--- src/rtl/layer_sequencer.sv ---
// -----------------------------------------------------------------------------
// layer_sequencer
//
// Time-multiplexes one serial fully-connected layer datapath across
// NUM_LAYERS network layers. An input vector of SIZE elements is accepted
// over a valid/ready stream into a local buffer. Each layer pass then:
//   CLR   - pulses dp_rst for one cycle and presents the layer's weight bank
//   FEED  - streams the buffer out serially on dp_x / dp_feed
//   WAIT  - idles PIPE_LAT cycles while the datapath pipeline fills
//   DRAIN - captures SIZE serial results from y_in back into the buffer
// After the last layer the buffer is streamed out over a valid/ready stream.
//
// Ports
//   clk, rst             clock, asynchronous active-high reset
//   start                begin an inference (only looked at while idle)
//   busy                 high in every state except idle
//   done                 one-cycle pulse on the last output handshake
//   in_valid/in_ready/in_data     input element stream
//   dp_rst               datapath clear, one cycle per layer
//   dp_x/dp_feed         serial operand to the datapath (dp_x is 0 unless fed)
//   layer_sel            weight-bank select, stable from CLR through DRAIN
//   y_in                 serial result from the datapath
//   out_valid/out_ready/out_data  output element stream
//
// All outputs except done come straight from flops. done must coincide with
// the final output handshake, so it is decoded from state and out_ready.
// -----------------------------------------------------------------------------
module layer_sequencer #(
  parameter int SIZE       = 3,
  parameter int BIT_SIZE   = 8,
  parameter int NUM_LAYERS = 4,
  parameter int PIPE_LAT   = 1
) (
  input  logic                clk,
  input  logic                rst,
  input  logic                start,
  output logic                busy,
  output logic                done,
  input  logic                in_valid,
  output logic                in_ready,
  input  logic [BIT_SIZE-1:0] in_data,
  output logic                dp_rst,
  output logic [BIT_SIZE-1:0] dp_x,
  output logic                dp_feed,
  output logic [((NUM_LAYERS > 1) ? $clog2(NUM_LAYERS) : 1)-1:0] layer_sel,
  input  logic [BIT_SIZE-1:0] y_in,
  output logic                out_valid,
  input  logic                out_ready,
  output logic [BIT_SIZE-1:0] out_data
);

  // Counter widths. k must be able to hold SIZE, the buffer index only SIZE-1.
  localparam int K_W   = $clog2(SIZE + 1);
  localparam int IDX_W = $clog2(SIZE);
  localparam int L_W   = (NUM_LAYERS > 1) ? $clog2(NUM_LAYERS) : 1;
  localparam int W_W   = (PIPE_LAT > 1) ? $clog2(PIPE_LAT) : 1;

  localparam logic [K_W-1:0] K_LAST = K_W'(SIZE - 1);
  localparam logic [L_W-1:0] L_LAST = L_W'(NUM_LAYERS - 1);
  localparam logic [W_W-1:0] W_LAST = W_W'((PIPE_LAT > 0) ? (PIPE_LAT - 1) : 0);

  typedef enum logic [2:0] {
    S_IDLE  = 3'd0,
    S_LOAD  = 3'd1,
    S_CLR   = 3'd2,
    S_FEED  = 3'd3,
    S_WAIT  = 3'd4,
    S_DRAIN = 3'd5,
    S_OUT   = 3'd6
  } state_t;

  // Sequencer state and counters
  state_t         state_r, state_s;
  logic [K_W-1:0] k_r, k_s;
  logic [L_W-1:0] l_r, l_s;
  logic [W_W-1:0] w_r, w_s;

  // Vector buffer; rewritten in place by every DRAIN
  logic [BIT_SIZE-1:0] buf_r [SIZE];
  logic                buf_we_s;
  logic [BIT_SIZE-1:0] buf_wd_s;
  logic [IDX_W-1:0]    wr_idx_s;
  logic [IDX_W-1:0]    rd_idx_s;
  logic [BIT_SIZE-1:0] rd_data_s;

  logic done_s;

  // Next values for the registered outputs
  logic                busy_s, in_ready_s, dp_rst_s, dp_feed_s, out_valid_s;
  logic [BIT_SIZE-1:0] dp_x_s, out_data_s;
  logic                busy_r, in_ready_r, dp_rst_r, dp_feed_r, out_valid_r;
  logic [BIT_SIZE-1:0] dp_x_r, out_data_r;

  assign wr_idx_s = k_r[IDX_W-1:0];

  // Next-state, counter and buffer-write decode
  always_comb begin
    state_s  = state_r;
    k_s      = k_r;
    l_s      = l_r;
    w_s      = w_r;
    buf_we_s = 1'b0;
    buf_wd_s = '0;
    done_s   = 1'b0;
    case (state_r)
      S_IDLE: begin
        if (start) begin
          state_s = S_LOAD;
          k_s     = '0;
        end else begin
          state_s = S_IDLE;
        end
      end
      S_LOAD: begin
        // in_ready is high throughout LOAD, so in_valid alone is the handshake
        if (in_valid) begin
          buf_we_s = 1'b1;
          buf_wd_s = in_data;
          if (k_r == K_LAST) begin
            state_s = S_CLR;
            k_s     = '0;
            l_s     = '0;
          end else begin
            k_s = k_r + K_W'(1);
          end
        end else begin
          state_s = S_LOAD;
        end
      end
      S_CLR: begin
        state_s = S_FEED;
        k_s     = '0;
      end
      S_FEED: begin
        if (k_r == K_LAST) begin
          k_s     = '0;
          w_s     = '0;
          state_s = (PIPE_LAT == 0) ? S_DRAIN : S_WAIT;
        end else begin
          k_s = k_r + K_W'(1);
        end
      end
      S_WAIT: begin
        if (w_r == W_LAST) begin
          state_s = S_DRAIN;
          w_s     = '0;
        end else begin
          w_s = w_r + W_W'(1);
        end
      end
      S_DRAIN: begin
        // Overwriting the element just fed is safe: FEED finished first
        buf_we_s = 1'b1;
        buf_wd_s = y_in;
        if (k_r == K_LAST) begin
          k_s = '0;
          if (l_r == L_LAST) begin
            state_s = S_OUT;
          end else begin
            l_s     = l_r + L_W'(1);
            state_s = S_CLR;
          end
        end else begin
          k_s = k_r + K_W'(1);
        end
      end
      S_OUT: begin
        if (out_ready) begin
          if (k_r == K_LAST) begin
            done_s  = 1'b1;
            state_s = S_IDLE;
            k_s     = '0;
            l_s     = '0;
          end else begin
            k_s = k_r + K_W'(1);
          end
        end else begin
          state_s = S_OUT;
        end
      end
      default: begin
        state_s = S_IDLE;
        k_s     = '0;
        l_s     = '0;
        w_s     = '0;
      end
    endcase
  end

  // Output decode from the next state, so the flopped outputs line up with it
  always_comb begin
    rd_idx_s = k_s[IDX_W-1:0];
    // Forward a same-cycle buffer write so the next read sees fresh data
    if (buf_we_s && (rd_idx_s == wr_idx_s)) begin
      rd_data_s = buf_wd_s;
    end else begin
      rd_data_s = buf_r[rd_idx_s];
    end
    busy_s      = (state_s != S_IDLE);
    in_ready_s  = (state_s == S_LOAD);
    dp_rst_s    = (state_s == S_CLR);
    dp_feed_s   = (state_s == S_FEED);
    out_valid_s = (state_s == S_OUT);
    if (state_s == S_FEED) begin
      dp_x_s = rd_data_s;
    end else begin
      dp_x_s = '0;
    end
    if (state_s == S_OUT) begin
      out_data_s = rd_data_s;
    end else begin
      out_data_s = '0;
    end
  end

  // State and counter registers
  always_ff @(posedge clk or posedge rst) begin
    if (rst) begin
      state_r <= S_IDLE;
      k_r     <= '0;
      l_r     <= '0;
      w_r     <= '0;
    end else begin
      state_r <= state_s;
      k_r     <= k_s;
      l_r     <= l_s;
      w_r     <= w_s;
    end
  end

  // Vector buffer storage
  always_ff @(posedge clk or posedge rst) begin
    if (rst) begin
      for (int i = 0; i < SIZE; i++) begin
        buf_r[i] <= '0;
      end
    end else if (buf_we_s) begin
      buf_r[wr_idx_s] <= buf_wd_s;
    end else begin
      buf_r <= buf_r;
    end
  end

  // Registered outputs
  always_ff @(posedge clk or posedge rst) begin
    if (rst) begin
      busy_r      <= 1'b0;
      in_ready_r  <= 1'b0;
      dp_rst_r    <= 1'b0;
      dp_feed_r   <= 1'b0;
      out_valid_r <= 1'b0;
      dp_x_r      <= '0;
      out_data_r  <= '0;
    end else begin
      busy_r      <= busy_s;
      in_ready_r  <= in_ready_s;
      dp_rst_r    <= dp_rst_s;
      dp_feed_r   <= dp_feed_s;
      out_valid_r <= out_valid_s;
      dp_x_r      <= dp_x_s;
      out_data_r  <= out_data_s;
    end
  end

  assign busy      = busy_r;
  assign in_ready  = in_ready_r;
  assign dp_rst    = dp_rst_r;
  assign dp_feed   = dp_feed_r;
  assign dp_x      = dp_x_r;
  assign out_valid = out_valid_r;
  assign out_data  = out_data_r;
  assign layer_sel = l_r;
  assign done      = done_s;

endmodule

--- config.mk ---
export PLATFORM = sky130hd
export DESIGN_NAME = layer_sequencer
export DESIGN_NICKNAME = d
export VERILOG_FILES = /design/src/rtl/layer_sequencer.sv
export SDC_FILE = /design/constraint.sdc
export NUM_CORES = 1
export LEC_CHECK = 0
export ABC_AREA = 1
export CAP_MARGIN = 30
export CORE_ASPECT_RATIO = 0.7
export CORE_MARGIN = 3
export CORE_UTILIZATION = 38
export DETAILED_ROUTE_END_ITERATION = 6
export SLEW_MARGIN = 40
export SYNTH_ARGS = -nofsm -noshare
export SYNTH_HDL_FRONTEND = slang
export SYNTH_SLANG_ARGS = --single-unit
--- constraint.sdc ---
create_clock -name clk -period 1.9 [get_ports clk]
set_input_delay 0.38 -clock clk [delete_from_list [all_inputs] [get_ports clk]]
set_output_delay 0.38 -clock clk [all_outputs]
set_load 0.01 [all_outputs]
==> impl_results.md <==
- Antenna viol nets, final: 0
- Final hold vios: 0
- Mapped Avg Cell Area: roughly 8.5 sq um
- GPL Wtd Cong: between 0.8 and 0.9
- Leakage power: roughly 1.6 nW
- Crit-path max cell delay: 0.43 ns
- Clk buf depth: 2
- Setup Viol. Count Final: 0
- Final Skew: 0.007495 ns
- Place WS: -0.1371 ns
- DR vias/cell: just under 5
- Layout cell share with drive strength beyond 1: 21.24%
- Initial antenna violation count: 0
- Ports: 45
- Crit path max fanout: 4
- ANT cells: 0
- Power density cells: 1378 mW/mm^2
- Wirelength per Cell: between 10 and 15 um
- Clk sinks: 52
- Vias: approximately 2,200
- Setup Crit Path Kind: flop to primary output
- Drt total wl: ~6.3 mm
- CTS tree: yes
- Maximum VDD drop: between 0.5 and 0.6 mV
- Headroom to the max-slew limit: 81.16%
- Status: completed
- Sequential share of the synthesized area: 51.97%
- Critical Path Slowest Stage Cell: dfrtp_1
- Final Slew Violations: 0
- Crit path max-delay family: flip-flops
- Area contributors post-synth: dfrtp_1 52%, nand2_1 9.9%, nand3_1 7.6%
- Highest Clock Rate: 0.5466 GHz
- HP Class: input port to async pin
- Critical Path Stages: 4
- Reg2reg path depth: 8
- Chip width: between 100 and 150 um
- Clock Latency Late Sink: approximately 0.3 ns
- Period utilization: between 90% and 100%
- Syn_nets: approximately 320
- Fin Setup TNS: 0 ns
- Starting density of the core: between 30% and 40%
- Critical path capture point type: primary output
- Dpl hpwl: between 4 and 5 mm
- Period minus WS final: about 1.8 ns
- Clock root cell: clkbuf_8
- Buffers added on ports: 44
- Area delta synth->final: 34.88%
- Mapped Cells: between 200 and 300
- Required time of the critical path: about 1.5 ns
- Cell taking the most area after synthesis: dfrtp_1
- DRC Markers: 0
- Maxcap violations: 0
- Final worst setup slack: a little over 0.07 ns
- Clock slew at reported path FFs: approximately 0.090 ns
- First-pass GRT wire length: 10.39 mm
- H-tree levels: 2
- Row count: 24
- RSZ-0062 raised after global routing: false
- 1st-iter DRT viols: about 110
- CP Data Arrival Time: between 1 and 1.5 ns
- Seq cells post-synth: 52
- Pre-Repair DR Iteration Count: 6
- CORE AREA: about 0.0063 sq mm
- Sum of buffers and inverters on the critical path: 2
- Critical-path cell list: inv_2, nand3_2, nor3_1, clkdlybuf4s15_1
- Layout fillers: about 590
- Largest net degree at the start of global routing: 53
- Distinct cells, synth: 28
- Commonest non-fill, non-tap cells in the layout: 66 x nand2_1, 50 x dfrtp_1, 43 x clkdlybuf4s50_1
- Die Ht: around 74 um
- Synth warn: 0
- Nets@finish: around 390
- Actual slew at the worst max-slew pin: around 0.28 ns
- GRT overflow: 0
- TritonCTS buffer count: 5
- Quantity of hold-fixing buffers added after cts: 0
- Mapped Area: around 0.0025 sq mm
- Die area: 0.007614 sq mm
- Proportion of netlist area held by the largest area contributor: 51.97%
- Total Routing Usage GR: 18.05%
- Most common cell after layout, fill and taps aside: nand2_1
- Number of global-route vias before repair: about 2,000
- Startpoint types: flop
[cells in the mapped netlist]
cell	number
inv_2	6
a21oi_2	2
o21ai_1	7
ha_1	1
buf_2	3
buf_1	1
nand3_2	3
nand3_1	38
nor3_1	3
o21ai_0	15
buf_6	1
nand2_2	10
nor3_2	1
nor2_2	7
inv_4	1
a21oi_4	2
nor2_1	18
o21ai_2	1
nand2_4	3
a31oi_1	8
nand4_1	1
or2_2	1
a21oi_1	15
mux2_2	1
a211oi_1	1
dfrtp_1	52
inv_1	28
nand2_1	66
[worst paths after layout]
check	endpoint	slack (ns)	startpoint
setup / recovery	done	0.07	state_r[0]$_DFF_PP0_
min in group clk	buf_r[23]$_DFFE_PP0P_	0.52	buf_r[23]$_DFFE_PP0P_
max in group asynchronous	state_r[2]$_DFF_PP0_	1.22	rst
hold reg to reg	buf_r[23]$_DFFE_PP0P_	0.52	buf_r[23]$_DFFE_PP0P_
hold / removal	in_ready$_DFF_PP0_	0.44	rst
setup reg to reg	out_data[5]$_DFF_PP0_	0.19	state_r[1]$_DFF_PP0_
[repair_timing]
| action | 4_1_cts | 5_1_grt |
|---|---|---|
| setup buffers | 0 | 0 |
| gates resized for setup | 3 | 2 |
| setup endpoints to repair | 1 | 2 |
[flip-flops by register name, summed over array words and instances, names as in the netlist]
| signal | cells |
|---|---|
| dp_feed | 1 |
| out_valid | 1 |
| buf_r | 24 |
| out_data | 8 |
| in_ready | 1 |
| k_r | 2 |
| dp_x | 8 |
| dp_rst | 1 |
| state_r | 3 |
| layer_sel | 2 |
| busy | 1 |
[worst min-delay path: cells and delay by family]
family                 cells  cell delay [ns]
buffers and inverters      3             0.75
[where the power goes]
part | internal [mW] | switching (mW) | total [mW]
Combinational | 0.995 | 1.40 | 2.40
Sequential | 1.45 | 0.174 | 1.62
Clock | 0.262 | 0.371 | 0.633
[area by class of cell]
class                           count  area (sq um)  share of cell area (%)
Clock inverter                      3         21.27                  0.6299
Sequential cell                    52          1304                   38.61
Tap cell                           78         97.59                   2.890
Inverter                           35         133.9                   3.964
Timing Repair Buffer               73         708.2                   20.97
Multi-Input combinational cell    204          1044                   30.90
Clock buffer                        5         68.82                   2.038
[kinds of logic (layout without fill, tap and decap cells)]
group                    Yosys count  in the layout  share of synthesized area [%]
AND/OR/NAND/NOR                  151            151                          28.49
flip-flops                        52             52                          51.97
AO/OA/AOI/OAI                     51             51                          12.04
buffers and inverters             40            116                          6.546
adder cells (fa/ha/maj)            1              1                         0.4997
multiplexers                       1              1                         0.4497
[through the flow]
stage	cell area (sq um)	hold slack, ns	instances	total power, mW	utilization, %
floorplan	2504	0.4814	296	3.059	-
global placement	3279	0.4952	442	4.003	52.00
detailed placement	3279	0.5019	442	4.028	52.00
CTS	3371	0.4497	450	4.674	53.45
global route	3377	0.4616	450	5.065	53.55
finish	3377	0.4374	450	4.653	53.55
[metal layers]
metal / share of wire [%] / vias to the layer above / GRT usage (%)
li1: - / 1118 / -
met1: 52 / 990 / 28.63
met4: 0.37 / 0 / 3.161
met5: 0 / - / 0
met3: 6.1 / 2 / 4.175
met2: 41 / 58 / 25.16
Note: power is estimated with default switching activity, not from simulation.
